**config.mk**
```make
export PLATFORM = sky130hd
export DESIGN_NAME = bcd_xs3_word_conv
export DESIGN_NICKNAME = d
export VERILOG_FILES = /design/src/rtl/bcd_xs3_pkg.sv /design/src/rtl/xs3_digit_conv.sv /design/src/rtl/bcd_xs3_word_conv.sv
export SDC_FILE = /design/constraint.sdc
export NUM_CORES = 1
export LEC_CHECK = 0
export ABC_AREA = 1
export BUFFER_PORTS_ARGS = -buffer_cell sky130_fd_sc_hd__buf_4
export CAP_MARGIN = 30
export CORE_UTILIZATION = 45
export CTS_BUF_LIST = sky130_fd_sc_hd__clkbuf_8
export DETAILED_ROUTE_END_ITERATION = 7
export GPL_TIMING_DRIVEN = 0
export PLACE_DENSITY = 0.68
export SETUP_SLACK_MARGIN = 0.02
export SLEW_MARGIN = 0
export SYNTH_ARGS = -nofsm -noshare
export SYNTH_HDL_FRONTEND = slang
export SYNTH_SLANG_ARGS = --single-unit
```
**constraint.sdc**
```tcl
create_clock -name clk -period 6.8 [get_ports clk]
set_clock_uncertainty 0.1 [all_clocks]
set_input_delay 0.68 -clock clk [delete_from_list [all_inputs] [get_ports clk]]
set_output_delay 0.68 -clock clk [all_outputs]
set_load 0.005 [all_outputs]
```
**src/rtl/bcd_xs3_pkg.sv**
```systemverilog
// Shared types and constants for the packed-decimal BCD <-> Excess-3 converter.
package bcd_xs3_pkg;

  typedef enum logic [1:0] {
    ST_IDLE = 2'd0,
    ST_CONV = 2'd1,
    ST_DONE = 2'd2
  } state_e;

  localparam logic MODE_BCD2XS3 = 1'b0;
  localparam logic MODE_XS32BCD = 1'b1;

  localparam logic [3:0] XS3_OFFSET = 4'd3;
  localparam logic [3:0] BCD_MAX    = 4'd9;
  localparam logic [3:0] XS3_MIN    = 4'd3;
  localparam logic [3:0] XS3_MAX    = 4'd12;

endpackage

```
**src/rtl/xs3_digit_conv.sv**
```systemverilog
// Single-digit combinational BCD <-> Excess-3 converter with invalid-code flag.
module xs3_digit_conv
  import bcd_xs3_pkg::*;
(
  input  logic       mode,
  input  logic [3:0] digit,
  output logic [3:0] result,
  output logic       invalid
);

  always_comb begin
    result  = 4'h0;
    invalid = 1'b0;
    if (mode == MODE_BCD2XS3) begin
      if (digit <= BCD_MAX) result = digit + XS3_OFFSET;
      else                  invalid = 1'b1;
    end else begin
      if ((digit >= XS3_MIN) && (digit <= XS3_MAX)) result = digit - XS3_OFFSET;
      else                                          invalid = 1'b1;
    end
  end

endmodule

```
**src/rtl/bcd_xs3_word_conv.sv**
```systemverilog
// Serial multi-digit BCD <-> Excess-3 word converter, one digit per clock, LSD first.
// Optional BCD_XS3_PARITY_EN adds out_parity (even parity of out).
module bcd_xs3_word_conv
  import bcd_xs3_pkg::*;
#(
  parameter int NUM_DIGITS = 4
) (
  input  logic                    clk,
  input  logic                    rst_n,
  input  logic                    in_valid,
  output logic                    in_ready,
  input  logic [4*NUM_DIGITS-1:0] in,
  input  logic                    mode,
  output logic                    out_valid,
  input  logic                    out_ready,
  output logic [4*NUM_DIGITS-1:0] out,
  output logic [NUM_DIGITS-1:0]   err_mask,
  output logic                    err
`ifdef BCD_XS3_PARITY_EN
  ,
  output logic                    out_parity
`endif
);

  localparam int CNT_W = (NUM_DIGITS > 1) ? $clog2(NUM_DIGITS) : 1;
  localparam logic [CNT_W-1:0] LAST_IDX = CNT_W'(NUM_DIGITS - 1);

  state_e                  state;
  logic [CNT_W-1:0]        cnt_p0;
  logic [4*NUM_DIGITS-1:0] word_p0;
  logic                    mode_p0;
  logic [4*NUM_DIGITS-1:0] res_p1;
  logic [NUM_DIGITS-1:0]   errm_p1;

  logic [3:0]              dig_sel;
  logic [3:0]              dig_conv;
  logic                    dig_inv;
  logic [4*NUM_DIGITS-1:0] res_nxt;
  logic [NUM_DIGITS-1:0]   errm_nxt;
  logic                    accept;
  logic                    last_wr;

  assign in_ready  = (state == ST_IDLE);
  assign out_valid = (state == ST_DONE);
  assign accept    = in_valid && in_ready;
  assign last_wr   = (state == ST_CONV) && (cnt_p0 == LAST_IDX);

  assign out      = res_p1;
  assign err_mask = errm_p1;
  assign err      = |errm_p1;

  // Digit selection and result merge, driven by the digit counter
  always_comb begin
    dig_sel  = 4'h0;
    res_nxt  = res_p1;
    errm_nxt = errm_p1;
    for (int i = 0; i < NUM_DIGITS; i++) begin
      if (cnt_p0 == CNT_W'(i)) begin
        dig_sel            = word_p0[4*i +: 4];
        res_nxt[4*i +: 4]  = dig_conv;
        errm_nxt[i]        = dig_inv;
      end
    end
  end

  xs3_digit_conv u_digit (
    .mode    (mode_p0),
    .digit   (dig_sel),
    .result  (dig_conv),
    .invalid (dig_inv)
  );

  // Stage p0: input capture; data only, so no reset
  always_ff @(posedge clk) begin
    if (accept) begin
      word_p0 <= in;
      mode_p0 <= mode;
    end
  end

  // Stage p1: control FSM, counter and result/error registers
  always_ff @(posedge clk or negedge rst_n) begin
    if (!rst_n) begin
      state   <= ST_IDLE;
      cnt_p0  <= '0;
      res_p1  <= '0;
      errm_p1 <= '0;
    end else begin
      case (state)
        ST_IDLE: begin
          if (accept) begin
            res_p1  <= '0;
            errm_p1 <= '0;
            cnt_p0  <= '0;
            state   <= ST_CONV;
          end
        end
        ST_CONV: begin
          res_p1  <= res_nxt;
          errm_p1 <= errm_nxt;
          if (last_wr) begin
            cnt_p0 <= '0;
            state  <= ST_DONE;
          end else begin
            cnt_p0 <= cnt_p0 + CNT_W'(1);
          end
        end
        ST_DONE: begin
          if (out_ready) state <= ST_IDLE;
        end
        default: state <= ST_IDLE;
      endcase
    end
  end

`ifdef BCD_XS3_PARITY_EN
  // Parity tracks the final merged word so it is ready together with out_valid
  always_ff @(posedge clk or negedge rst_n) begin
    if (!rst_n) begin
      out_parity <= 1'b0;
    end else if (accept) begin
      out_parity <= 1'b0;
    end else if (last_wr) begin
      out_parity <= ^res_nxt;
    end
  end
`endif

endmodule

```
==> Word level (Yosys, flattened, before mapping) <==
Cells that the tools add are included.
Widths: inputs -> output; s select.
{ "totals": {"word_cells": 72, "reg_bits": 41} }
{ "op_classes": {"n_lt_le_gt_ge": 3, "add_sub_neg": 3, "n_eq_ne": 12, "mux": 29, "n_reduce_logical": 13} }
{ "ops": {"columns": ["op", "n"], "rows": [
  ["$mux 4", 12],
  ["$pmux 16 s2", 1],
  ["$mux 16", 1],
  ["$reduce_and 3->1", 5],
  ["$ne 2x1->1 const B", 6],
  ["$mux 2", 5],
  ["$le 4x4->1 const B", 2],
  ["$pmux 4 s2", 1],
  ["$mux 1", 7],
  ["$eq 2x2->1 const B", 3],
  ["$pmux 2 s3", 1],
  ["$add 4x2->4 const B", 1],
  ["$eq 2x1->1 const B", 2],
  ["$ge 4x2->1 const B", 1],
  ["$logic_not 2->1", 2],
  ["$pmux 2 s2", 1],
  ["$reduce_or 4->1", 1],
  ["$sub 4x2->4 const B", 1],
  ["$logic_and 1x1->1", 3],
  ["$add 2x1->2 const B", 1],
  ["$ne 2x2->1 const B", 1],
  ["$reduce_and 2->1", 1],
  ["$reduce_bool 2->1", 1]
]} }

==> Longest topological paths before layout <==
Gate-level depths: netlist of run 1.
{ "depth": {"depth_word": 11, "depth_mapped": 16, "depth_no_buf": 16} }

==> Hierarchy <==
A second synthesis of run 1 with hierarchy kept.
{ "unflattened": {"cells_unflattened": 231, "hier_area_um2": 2049.5} }
{ "by_module_without_submodules": {"columns": ["mod", "n_inst", "seq_area_each_um2", "area_each_um2", "cells_per_inst"], "rows": [
  ["bcd_xs3_word_conv", 1, 1111.1, 1821.7, 189],
  ["xs3_digit_conv", 1, 0.0, 227.7, 42]
]} }

==> Worst setup path before layout of run 1 <==
Ideal clock, no wire load.
{ "synth_path": {"path_kind": "reg-to-reg", "start": "reg cnt_p0[0]", "end": "reg res_p1[3], in the netlist out[3]", "path_buffers": 0, "setup_ns": 0.118, "stages_incl_launch_ff": 16, "t_required_ns": 6.582, "arrival_ns": 1.957, "setup_slack_ns": 4.625, "synth_period_minus_slack_ns": 2.175, "cell_sequence": "dfrtp_1 > inv_1 > ha_1 > inv_2 > nor2_2 > nor2_1 > a21oi_4 > inv_1 > ha_1 > inv_1 > nand3_1 > and2_4 > nand2_1 > nand2_2 > nand3_1 > nand2_1"} }
{ "synth_via": {"elab_chain_len": 11, "elab_cells_between_ends": 21, "cone_classes": "2 x add/sub; 3 x order compare; 4 x eq/ne; 9 x mux; 3 x reduce/logical"} }
{ "synth_lines": {"columns": ["item", "line", "rtl"], "rows": [
  ["from (decl)", "bcd_xs3_word_conv.sv:29", "logic [CNT_W-1:0] cnt_p0;"],
  ["from (signal assigned)", "bcd_xs3_word_conv.sv:105", "cnt_p0 <= cnt_p0 + CNT_W'(1);"],
  ["$logic_not 2->1", "bcd_xs3_word_conv.sv:58", "if (cnt_p0 == CNT_W'(i)) begin"],
  ["$mux 4 (4 in series)", "bcd_xs3_word_conv.sv:58", null],
  ["$ge 4x2->1 / $le 4x4->1 (equally long branches)", "xs3_digit_conv.sv:18", "if ((digit >= XS3_MIN) && (digit <= XS3_MAX)) result = digit - XS3_OFFSET;"],
  ["$logic_and 1x1->1", "xs3_digit_conv.sv:18", null],
  ["$mux 4", "xs3_digit_conv.sv:18", null],
  ["$mux 4", "xs3_digit_conv.sv:14", "if (mode == MODE_BCD2XS3) begin"],
  ["$mux 4", "bcd_xs3_word_conv.sv:58", null],
  ["$pmux 16 s2", "bcd_xs3_word_conv.sv:89", "case (state)"],
  ["to (signal assigned)", "bcd_xs3_word_conv.sv:99", "res_p1 <= res_nxt;"],
  ["to (decl)", "bcd_xs3_word_conv.sv:32", "logic [4*NUM_DIGITS-1:0] res_p1;"]
]} }
Several ways; a longest one is shown, not always the timed one. The select of a mux whose other input is x is not followed.
A chain may end at the register's enable or synchronous reset.

==> Final worst setup path of run 1 <==
{ "layout_path": {"start": "reg cnt_p0[0]", "end": "reg res_p1[13], in the netlist out[13]"} }
Same word-level chain as after synthesis.

==> impl_metrics.toml, run 1 <==
[yosys]
syn_inst = 208
synth_top_cell_area_share_pct = 31.0
synth_area_leaders = "dfrtp_1 (31%), edfxtp_1 (26%), nand2_1 (12%)"
yosysWarnings = 0
synth_area_sq_mm = 0.00194
synth_cell_types = 24
synth_area_per_cell_sq_um = 9.32
yosys.area.top_type = "dfrtp_1"
syn_nets = 234
ys_ff_latch = 41
synth-seq-area-share_pct = 57.3

[pwr]
static-leakage-power_nw = 1.28
sw_frac_of_total_pct = 43.4
peakVddDrop_v = 0.000258
pwr-share-comb_pct = 53.0
p_switching_w = 0.000554
pwr-share-clk_pct = 18.0
p_per_area_mw_per_mm2 = 520
internal-power_w = 0.000724
seqPwrFrac_pct = 29.0

[floorplan]
fp.dieH_um = 67.7
die_area_sq_mm = 0.00458
io_pins = 44
start_util_pct = 47.8
core_area_sq_mm = 0.00406
die_x_um = 67.7
rows = 23

[timing]
fmax_mhz = 396
tns_ns = 0
finalMaxSlewViolations = 0
rsz0062_at_grt = "no"
hold_viol = 0
post-route-min-period_ns = 2.53
setup_viol = 0
worst_slew_pin_slew_ns = 0.761
finalCritPeriodShare_pct = 37.1
slew_headroom_pct = 49.2
hold_slack_ns = 0.171

[setup_path]
end_kind = "flip-flop"
cp.required_ns = 6.94
worstReg2RegStart = "cnt_p0[0]"
worstSetupPathType = "reg -> reg"
worst_ep_arrival_time_ns = 2.66
rr_worst_depth = 12
path_max_fanout = 6
worst_setup_path_start_kind = "flip-flop"
cp-startpoint = "cnt_p0[0]"

[cts]
clk_pin_slew_ns = 0.08
cts-root-buf = "clkbuf_8"
holdBufCountCts = 0
cts_tree = "done"
cts_setup_buffers = 0
clock-sinks = 41
cts_buffers = 5
cts_buffer_depth = 2
htreeDepth = 2
clock_latency_ns = 0.29
cts-resized-gates = 0

[status]
outcome = "completed"

[placement]
io_buffers = 43
dp_hpwl_um = 2880
place_congestion = 0.801

[grt]
gr-max-usage-layer = "met2"
grt-ovfl-total = 0
grtUsageTotal_pct = 19.7
grt_max_degree = 25
gr-usage-met3_pct = 4.56
grt_use_met2_pct = 31.2
grtUsageMet1_pct = 25.9
antenna_found_initial = 0
grt_pass1_wl_um = 6560
grt_pass1_vias = 1454

[detailed_routing]
dr.pass1.iters = 4
drt-total-wl_um = 3860
drt-initial-drc-count = 78
vias_per_cell = 4.90
drcViolationCount = 0
detail-route-antenna-nets = 0
post_drt_wl_per_cell_um = 12.5
vias = 1513

[final_layout]
n_fill_cell = 360
antenna_cells = 0
final_common_cell = "nand2_1"
fin_nets = 284
syn2layout_area_growth_pct = 26.8
final_cell_mix = "nand2_1 (61), buf_4 (43), nand3_1 (24), inv_1 (24), dfrtp_1 (24)"
multi_input_area_sq_um = 723
final_util_pct = 60.6
regArea_sq_mm = 0.00111
drive_gt1_share_pct = 26.6

[run]
maxCapViolCount = 0

[worst_hold_path]
hold_path.class = "in -> async"
-- cell usage after synthesis --
| cell | instances |
|---|---|
| clkbuf_1 | 1 |
| a21oi_1 | 7 |
| a21oi_4 | 1 |
| or2_4 | 1 |
| nor2_2 | 1 |
| nand2_1 | 61 |
| xor2_1 | 1 |
| inv_1 | 24 |
| nand4_1 | 7 |
| a21oi_2 | 1 |
| ha_1 | 5 |
| a31oi_1 | 1 |
| dfrtp_1 | 24 |
| nor3_1 | 1 |
| edfxtp_1 | 17 |
| or2_2 | 1 |
| nand2_4 | 5 |
| o21ai_0 | 8 |
| and2_4 | 1 |
| nand2_2 | 4 |
| inv_2 | 3 |
| nand3_1 | 24 |
| or2_0 | 1 |
| nor2_1 | 8 |
-- stage by stage --
step	power, W	area, sq um	worst slack [ns]	instances
after floorplan	0.000853	1940	4.62	208
after global placement	0.00104	2320	4.36	301
after detailed placement	0.00105	2320	4.31	301
after CTS	0.00129	2460	4.28	309
after global routing	0.00139	2460	4.11	309
final	0.00128	2460	4.27	309
-- layout make-up --
class	instances	area share, %
tap	50	2.54
multi-input combinational	139	29.4
timing repair buffer	43	13.1
clock inverter	3	2.65
clock buffer	5	2.80
inverter	27	4.12
sequential	41	45.2
buffer	1	0.153
-- layer usage --
layer  wire [um]  vias up  share of wire, %
met2        1800       32                47
met3         147        7               3.8
met5           0        -                 0
li1            -      777                 -
met1        1840      697                48
met4          63        0               1.6
-- power groups by stage --
stage	clock (W)	sequential (W)	combinational, W
after floorplan	0	0.000373	0.000480
after global placement	0	0.000374	0.000664
after detailed placement	0	0.000376	0.000677
after CTS	0.000235	0.000371	0.000682
after global routing	0.000244	0.000380	0.000770
final	0.000230	0.000370	0.000678
-- cell families (layout without fill, tap and decap cells) --
kind of cell	after synthesis	in the layout	synth area share [%]
DFF	41	41	57.3
xor gates and xnor gates	1	1	0.452
AOI/OAI and AO/OA	18	18	5.48
adders and majority gates	5	5	3.23
and+or+nand+nor	115	115	28.1
buffers and inverters	28	79	5.42
-- registers in the layout, indices dropped and copies added (netlist names) --
signal,cells
cnt_p0,2
err_mask,4
mode_p0,1
out,16
state,2
word_p0,16
-- critical path, cell delays in order, from the launching register on --
cell and delay [ns]:
dfrtp_1 0.40, inv_1 0.14, ha_1 0.30, inv_2 0.09, nor2_2 0.09, nor2_1 0.07
a21oi_4 0.21, inv_1 0.08, ha_1 0.27, o21ai_0 0.08, a31oi_1 0.41, nand3_1 0.15
nand2_1 0.09
-- worst paths after layout --
path	endpoint	slack, ns
min	out[4]	0.17
max reg2reg	out[13]	4.27
max in group asynchronous	cnt_p0[0]	6.19
max	out[13]	4.27
min in group clk	out[1]	0.38
min reg2reg	out[1]	0.38
No activity file was read; power rests on OpenSTA's default activity.
==> run 2: changes to the inputs <==
clock period = 2.4 ns   (was 6.8 ns; I/O delays follow)
==> run 2 against run 1 <==
Hold slack got worse by 0.16 ns. Sequential power rose to 2.9 times the previous value. Via count rose by 2.6%. Clock-buffer cell count did not move. Power rose to 3.0 times the previous value. Core utilization rose by 2.7 points. Clock power rose to 2.8 times the previous value.
==> impl_metrics.toml, run 2 (synthesis results as in run 1) <==
[setup_path]
worst_ep_arrival_time_ns = 2.41
worstSetupPathType = "reg -> reg"
critPathTopFamily = "compound AO/OA/AOI/OAI gates"
rr_worst_depth = 11
rrSetupSlack_ns = 0.13
reg2reg_to = "out[13]"
path_buf_inv = 2
path_max_fanout = 6
max_stage_delay_ns = 0.43
end_kind = "flip-flop"
crit_path_top_delay_cell = "dfrtp_1"
cp.required_ns = 2.54
worstReg2RegStart = "cnt_p0[1]"
critical_path.cell_chain = "inv_2, ha_4, a21oi_1, nand2_1, a21oi_4, inv_1, ha_2, o21ai_0, a31oi_2, nand3_1, nand2_1"
crit_top_cell = "nand2_1"
worst_setup_path_start_kind = "flip-flop"

[grt]
grt_pass1_vias = 1461
grt-ovfl-total = 0
grt_max_degree = 25
grt_pass1_wl_um = 6560
grtUsageTotal_pct = 19.7
antenna_found_initial = 0

[detailed_routing]
drt-initial-drc-count = 84
vias_per_cell = 4.94
drcViolationCount = 0
drt-total-wl_um = 3950
detail-route-antenna-nets = 0
dr.pass1.iters = 4
post_drt_wl_per_cell_um = 12.6
vias = 1552

[timing]
hold_slack_ns = 0.0152
setup_viol = 0
finalMaxSlewViolations = 0
post-route-min-period_ns = 2.27
slew_headroom_pct = 70.4
hold_viol = 0
worst_slew_pin_slew_ns = 0.444
finalCritPeriodShare_pct = 94.5
fmax_mhz = 441
setup_ws_ns = 0.131
rsz0062_at_grt = "yes"

[final_layout]
syn2layout_area_growth_pct = 32.5
stdcell_area_sq_mm = 0.00257
antenna_cells = 0
regArea_sq_mm = 0.00111
final_util_pct = 63.3
n_fill_cell = 335
final_cells = 314
drive_gt1_share_pct = 32.2
fin_nets = 289
multi_input_area_sq_um = 791
final_common_cell = "nand2_1"
final_cell_mix = "nand2_1 (60), buf_4 (47), dfrtp_1 (24)"

[cts]
clock_latency_ns = 0.30
cts_buffers = 5
clk_pin_slew_ns = 0.08
clock-sinks = 41
htreeDepth = 2
cts_buffer_depth = 2
cts_tree = "done"
cts-root-buf = "clkbuf_8"

[status]
outcome = "completed"

[pwr]
peakVddDrop_v = 0.000749
seqPwrFrac_pct = 27.5
internal-power_w = 0.00218
p_switching_w = 0.00168
sw_frac_of_total_pct = 43.6
p_per_area_mw_per_mm2 = 1500
pwr-share-comb_pct = 55.6
static-leakage-power_nw = 1.28
pwr-share-clk_pct = 17.0

[placement]
preCtsSetupSlack_ns = -0.0922
placed_cells = 301
dp_hpwl_um = 2880
dpl-instance-area_sq_mm = 0.00232
io_buffers = 43
place_congestion = 0.801

[worst_hold_path]
worstHoldStart = "in[11]"
min_path_cells = 1
hold_end = "word_p0[11]"
hold_path.class = "in -> reg"

[floorplan]
io_pins = 44
start_util_pct = 47.8
core_area_sq_mm = 0.00406
die_x_um = 67.7
fp.dieH_um = 67.7
die_area_sq_mm = 0.00458
rows = 23

[run]
maxCapViolCount = 0
==> run 2: layout make-up <==
type,instances,area share [%]
Multi-Input combinational cell,139,30.8
Tap cell,50,2.43
Buffer,1,0.146
Sequential cell,41,43.2
Clock inverter,3,2.53
Timing Repair Buffer,48,14.1
Inverter,27,4.09
Clock buffer,5,2.68
==> run 2: worst max-delay path by stage <==
stage              start       to  slack, ns  cells after the start
2_1_floorplan  cnt_p0[0]   out[3]       0.22                     15
3_3_place_gp   cnt_p0[0]  out[13]      -0.04                     12
3_5_place_dp   cnt_p0[0]  out[13]      -0.09                     12
4_1_cts        cnt_p0[1]  out[12]       0.03                     15
5_1_grt        cnt_p0[1]  out[15]     -0.004                     14
6_report       cnt_p0[1]  out[13]       0.13                     11
==> run 2: what timing repair did <==
| action | 4_1_cts | 5_1_grt |
|---|---|---|
| pin swaps | 0 | 3 |
| resized for setup | 7 | 9 |
| endpoints found under the setup margin | 18 | 20 |
| endpoints found under the hold margin | 24 | 0 |
| buffers inserted | 1 | 3 |
| hold buffers | 1 | 0 |
==> run 2: metal layers <==
metal | up-vias | GRT usage (%) | share of wire, %
met5 | - | 0 | 0
met1 | 715 | 25.7 | 46
met2 | 36 | 31.3 | 48
met3 | 7 | 4.56 | 4.2
li1 | 794 | - | -
met4 | 0 | 7.98 | 1.5
==> run 2: through the flow <==
stage | TNS [ns] | power [W]
after floorplan | 0 | 0.00242
after global placement | -0.173 | 0.00294
after detailed placement | -0.672 | 0.00298
after CTS | 0 | 0.00371
after global routing | -0.00350 | 0.00419
final | 0 | 0.00386
==> run 2: power by group through the flow <==
| stage | sequential [W] | combinational, W | clock, W |
|---|---|---|---|
| after floorplan | 0.00106 | 0.00136 | 0 |
| after global placement | 0.00106 | 0.00188 | 0 |
| after detailed placement | 0.00107 | 0.00192 | 0 |
| after CTS | 0.00106 | 0.00199 | 0.000667 |
| after global routing | 0.00109 | 0.00241 | 0.000691 |
| final | 0.00106 | 0.00214 | 0.000654 |
